===== src/rtl/aclk_controller.sv =====
// aclk_controller: alarm clock key/button sequencing controller (Moore FSM)
// Ports:
//   clk, reset      - system clock; asynchronous active-high reset
//   one_second      - single-cycle pulse that paces the entry timeout
//   key             - 0-9 digit pressed, 4'hA-4'hF no key
//   alarm_button    - level, show alarm / commit entry to alarm register
//   time_button     - level, commit entry to current-time register
//   fast_watch_req  - level request for accelerated minutes
//   shift, show_new_time, show_a, load_new_a, load_new_c, reset_count, fast_watch - control strobes
// Build option: define ACLK_FAST_WATCH_EN to register fast_watch from fast_watch_req in SHOW_TIME.
module aclk_controller #(
    parameter int TIMEOUT_SEC = 10
) (
    input  logic       clk,
    input  logic       reset,
    input  logic       one_second,
    input  logic [3:0] key,
    input  logic       alarm_button,
    input  logic       time_button,
    input  logic       fast_watch_req,
    output logic       shift,
    output logic       show_new_time,
    output logic       show_a,
    output logic       load_new_a,
    output logic       load_new_c,
    output logic       reset_count,
    output logic       fast_watch
);
    localparam int W = $clog2(TIMEOUT_SEC + 1);
    localparam logic [W-1:0] LAST = W'(TIMEOUT_SEC - 1);
    typedef enum logic [2:0] {
        SHOW_TIME, KEY_STORED, KEY_WAITED, KEY_ENTRY,
        SHOW_ALARM, SET_ALARM_TIME, SET_CURRENT_TIME
    } state_t;
    state_t state, next;
    logic [W-1:0] count;
    logic digit, timeout, counting;
    assign digit   = key <= 4'd9;
    assign timeout = one_second && count == LAST;
    always_ff @(posedge clk or posedge reset)
        if (reset) state <= SHOW_TIME;
        else       state <= next;
    always_comb begin
        next = state;
        case (state)
            SHOW_TIME:  next = alarm_button ? SHOW_ALARM : digit ? KEY_STORED : SHOW_TIME;
            KEY_STORED: next = KEY_WAITED;
            KEY_WAITED: next = !digit ? KEY_ENTRY : timeout ? SHOW_TIME : KEY_WAITED;
            KEY_ENTRY:  next = alarm_button ? SET_ALARM_TIME : time_button ? SET_CURRENT_TIME :
                               digit ? KEY_STORED : timeout ? SHOW_TIME : KEY_ENTRY;
            SHOW_ALARM: next = alarm_button ? SHOW_ALARM : SHOW_TIME;
            default:    next = SHOW_TIME;
        endcase
    end
    // The counter only survives edges that stay inside the waiting states;
    // any exit (including a new digit to KEY_STORED) clears it.
    assign counting = (state == KEY_WAITED || state == KEY_ENTRY) &&
                      (next == KEY_WAITED || next == KEY_ENTRY);
    always_ff @(posedge clk or posedge reset)
        if (reset) count <= '0;
        else       count <= !counting ? '0 : (one_second && count != '1) ? count + W'(1) : count;
    assign shift         = state == KEY_STORED;
    assign show_new_time = state == KEY_STORED || state == KEY_WAITED || state == KEY_ENTRY;
    assign show_a        = state == SHOW_ALARM;
    assign load_new_a    = state == SET_ALARM_TIME;
    assign load_new_c    = state == SET_CURRENT_TIME;
    assign reset_count   = state == SET_CURRENT_TIME;
`ifdef ACLK_FAST_WATCH_EN
    always_ff @(posedge clk or posedge reset)
        if (reset) fast_watch <= 1'b0;
        else       fast_watch <= state == SHOW_TIME ? fast_watch_req : 1'b0;
`else
    logic unused_fast_watch_req;
    assign unused_fast_watch_req = fast_watch_req;
    assign fast_watch = 1'b0;
`endif
endmodule


===== config.mk =====
export PLATFORM = sky130hd
export DESIGN_NAME = aclk_controller
export DESIGN_NICKNAME = d
export VERILOG_FILES = /design/src/rtl/aclk_controller.sv
export SDC_FILE = /design/constraint.sdc
export NUM_CORES = 1
export LEC_CHECK = 0
export CORE_AREA = 2 2 39 41
export DETAILED_ROUTE_END_ITERATION = 8
export DIE_AREA = 0 0 41 43
export GPL_ROUTABILITY_DRIVEN = 0
export PLACE_DENSITY = 0.72
export RECOVER_POWER = 50
export SYNTH_ARGS = -nofsm -noshare
export SYNTH_HDL_FRONTEND = slang
export SYNTH_SLANG_ARGS = --single-unit

===== constraint.sdc =====
create_clock -name clk -period 1.55 [get_ports clk]
set_input_delay 0.3875 -clock clk [delete_from_list [all_inputs] [get_ports clk]]
set_output_delay 0.3875 -clock clk [all_outputs]
set_load 0.005 [all_outputs]

After elaboration in Yosys (flattened, before gate mapping)

Cells that the tools add are included.

Input port bits: 10
Bits in latches: 0
Memory bits (writable): 0
Memory bits (read-only): 0
Memories: 0
Output and inout bits: 7
Register bits after elaboration: 7

Divide/modulo/power cells: 0
Magnitude comparators: 1
Shift-type cells: 0
Bitwise gates (word level): 0
Muxes and demuxes: 12
Equality and inequality tests: 11
Reduce and logical (&&, ||, !) cells: 8
Add/sub/neg operators: 1
Multiply operators: 0

Operators by type and width:

| cell                | count |
|---|---|
| $pmux 3 s5          | 1 |
| $eq 3x2->1 const B  | 4 |
| $mux 3              | 4 |
| $eq 3x3->1 const B  | 3 |
| $mux 2              | 4 |
| $mux 4              | 2 |
| $add 4x1->4 const B | 1 |
| $eq 4x4->1 const B  | 1 |
| $le 4x4->1 const B  | 1 |
| $logic_or 1x1->1    | 4 |
| $ne 4x4->1 const B  | 1 |
| $eq 3x1->1 const B  | 1 |
| $logic_and 1x1->1   | 3 |
| $logic_not 3->1     | 1 |
| $ne 2x1->1 const B  | 1 |
| $mux 1              | 1 |

Depth between registers and ports, before layout

Depth in word-level cells: 11
Gate-level depth with buffers: 5

Worst setup path after synthesis

No wires, ideal clock.

Kind: register to output
Start point: register state[0]
End point: output reset_count
Cell stages (with the launch flop): 4
Data arrival time: 0.818 ns
Slack: 0.344 ns
Data required time: 1.162 ns
Cell sequence: dfrtp_1 buf_4 nor2_1 buf_4

Word-level cells in the longest chain between the ends: 1

RTL lines:

| what                   | line | text |
|---|---|---|
| from (decl)            | 35   | `state_t state, next;` |
| from (signal assigned) | 42   | `else state <= next;` |
| $eq 3x3->1             | -    |  |
| to (decl)              | 26   | `output logic reset_count,` |

No other way between the ends.

Worst setup path in the final report

Start point: register state[1]
End point: output show_a

Word-level cells in the longest chain between the ends: 1

RTL lines:

| what       | line | text |
|---|---|---|
| $eq 3x3->1 | 64   | `assign show_a = state == SHOW_ALARM;` |
| to (decl)  | 23   | `output logic show_a,` |

No other way between the ends.

==> qor.csv <==
stage,metric,value,unit
outcome,outcome,"finished, final reports clean",
cts,CTS max path bufs,2,
detailed_routing,DR vias,525,
critical_path,R2R depth,5,
yosys,mean area per synthesized cell,9.20,µm²
critical_path,Reg-to-Reg End,state[2],
flow_run,maxcap violations,0,
critical_path,Worst path depth,3,
detailed_routing,DRT iter0 DRCs,4,
grt,initial antenna violation count,0,
power,Peak VDD IR,0.767,mV
yosys,Mapped Cells,60,
detailed_routing,per-cell routed wire length,12.3,µm
grt,total track usage,0.190,
final_layout,# diodes,0,
cts,TritonCTS clock tree,yes,
cts,Root Buffer,clkbuf_4,
detailed_routing,ANT nets after route,0,
critical_path,Setup crit end kind,primary output,
timing,Final setup viols,0,
yosys,syn_nets,72,
timing,Setup TNS Final,0,ns
final_layout,synth-to-layout area growth,49.9,%
detailed_routing,Routed WL,1280,µm
timing,final setup margin,0.0698,ns
power,Switching Share,0.371,
yosys,Synth cell types,30,
cts,Clock transition at path regs,0.05,ns
yosys,Post-Synth Simple-Gate Area,0.281,
final_layout,Finished Core Util,0.598,
grt,largest net degree at the start of global routing,8,
critical_path,Slowest cell on crit path,dfrtp_2,
floorplanning,Core Box Area,1380,µm²
placed_design,Port Buf Inserts,13,
detailed_routing,DRC viols,0,
final_layout,"commonest non-fill, non-tap cell in the layout",buf_4,
timing,Final Cycle Share,0.955,
power,internal power,741,µW
final_layout,area of the multi-input gates,358,µm²
floorplanning,row count,14,
floorplanning,Starting Density,0.399,
critical_path,Slowest Stage Delay on Critical Path,0.45,ns
yosys,largest family of logic cells by synthesized area,simple AND/OR/NAND/NOR gates,
final_layout,Fillers,151,
placed_design,Placement Setup Slack,-0.115,ns
final_layout,share of layout cells above drive strength 1,0.386,
power,Leak Pwr,0.411,nW
critical_path,Critical Setup Path Class,reg -> out,
cts,Num CTS Buffers,3,
yosys,Yosys Warn Count,0,
final_layout,Register Area,178,µm²
critical_path,critical path's top delay family,flip-flops,
critical_path,worst r2r src,state[1],
timing,Min Hold Slack,0.507,ns
detailed_routing,first-pass iteration count of the detailed router,4,
grt,total gr overflow,0,
critical_path,R2R Setup Slk,0.15,ns
grt,first-pass GRT wire length,2240,µm
power,Flop pwr share,0.261,
yosys,sequential area share after synthesis,0.317,
yosys,Synth Register Bits,7,
timing,Tmin final,1.48,ns
floorplanning,DIE AREA,1760,µm²
final_layout,"commonest non-fill, non-tap cells in the layout","buf_4, nor2_1, a21oi_1",
detailed_routing,via/cell ratio,5.05,
cts,"Clk Latency, worst-skew pair",0.25,ns
critical_path,Required @ worst endpoint,1.16,ns
floorplanning,die height,43,µm
floorplanning,Die Wd,41,µm
critical_path,Worst Setup SP,state[1],
cts,clk sinks,7,
timing,Final Hold Viols,0,
yosys,mux contribution to synthesized area,0,
critical_path,"Cell Chain, Critical Path",buf_6 > nor3b_2 > buf_2,
power,PwrDens,1420,nW/µm²
critical_path,crit path DAT,1.09,ns
yosys,Synth Area in XOR/XNOR,0.0159,
cts,number of H-tree levels,1,
timing,Fmax,676,MHz
power,Comb pwr share,0.600,
final_layout,nets@finish,101,
floorplanning,# IOs,17,
power,clock power share,0.140,
placed_design,HPWL Detailed,923,µm
critical_path,Worst Path Buf+Inv,2,
critical_path,startpoint types,register,
cts,hold buffer count at CTS,0,
yosys,Post-Synth Adder-Cell Area,0.0454,
power,Switch Pwr,437,µW
yosys,complex-gate fraction of the synthesized area,0.263,
critical_path,critical path peak fanout,5,
grt,vias in the first global route,543,
critical_path,Critical path destination,show_a,
power,Pwr Total,1.18,mW
hold_path,Worst Hold Class,in -> async,
timing,final slew viol count,0,
yosys,mapped cell area,552,µm²
timing,Setup Skew,0.00647,ns
==> sequential cells by signal, summed over array words and instances (netlist names) <==
name / cells
count: 4
state: 3
==> final cells by class <==
type                       count  share of cell area
tap                           16              0.0242
timing repair buffer          28               0.283
clock buffer                   4              0.0318
sequential                     7               0.215
inverter                       3              0.0136
multi-input combinational     46               0.433
==> power groups by stage <==
| stage | Sequential (mW) | Combinational (mW) | Clock [mW] |
|---|---|---|---|
| global route | 0.316 | 0.790 | 0.183 |
| finish | 0.307 | 0.706 | 0.164 |
| global placement | 0.306 | 0.543 | 0 |
| CTS | 0.299 | 0.663 | 0.170 |
| detailed placement | 0.307 | 0.562 | 0 |
| floorplan | 0.272 | 0.351 | 0 |
==> worst min path at each step <==
stage | from | to | depth (start not counted)
2_1_floorplan | reset | count[0] | 1
3_3_place_gp | count[2] | count[2] | 2
3_5_place_dp | count[2] | count[2] | 2
4_1_cts | reset | count[0] | 2
5_1_grt | reset | state[2] | 2
6_report | reset | count[1] | 2
==> worst reg2reg max path, cell delays in order (launching register included) <==
cell     delay (ns)
dfrtp_2        0.45
buf_6          0.13
buf_4          0.12
buf_4          0.13
and2b_1        0.19
a32o_1         0.26
==> cell usage after synthesis <==
cell	instances	share of area
o22ai_1	1	0.011
and3b_1	1	0.016
a21oi_1	8	0.073
nand4_1	1	0.011
xor2_1	1	0.016
conb_1	1	0.0068
and2b_1	1	0.014
inv_1	3	0.020
nand4b_4	1	0.043
nor3_2	1	0.018
o211ai_4	1	0.039
nor3b_1	1	0.014
o31ai_4	1	0.039
buf_4	3	0.041
nand3b_1	1	0.014
dfrtp_1	7	0.32
nor2_1	10	0.068
a211oi_2	1	0.023
nand2_1	2	0.014
nand2b_1	3	0.034
buf_2	1	0.0091
o21ai_1	1	0.0091
a32o_1	1	0.018
nor3_1	1	0.0091
o21ai_0	1	0.0091
o21ai_2	1	0.016
and4b_1	1	0.018
a311oi_2	1	0.027
nand3_1	1	0.0091
ha_1	2	0.045
==> cells by family after synthesis <==
group                      after synthesis
adders and majority gates                2
AOI/OAI and AO/OA                       17
buffers and inverters                    7
and+or+nand+nor                         25
xor gates and xnor gates                 1
DFF                                      7
other                                    1
==> per-layer routing <==
layer  wire length, µm  global-route usage  up-vias
met5                 0                   0        -
met4                 8               0.100        0
met3                55              0.0314        2
met2               724               0.309       10
met1               486               0.223      245
li1                  -                   -      268
==> through the flow <==
stage / instance area [µm²] / cells
global placement: 742 / 94
floorplan: 552 / 60
detailed placement: 742 / 94
CTS: 816 / 103
finish: 827 / 104
global route: 827 / 104
==> timing repair <==
item / CTS / global route
pin swaps: 0 / 1
cloned: 0 / 0
buffers inserted: 5 / 1
endpoints found under the setup margin: 6 / 6
gates resized for setup: 16 / 11
(Power assumes the default switching activity.)
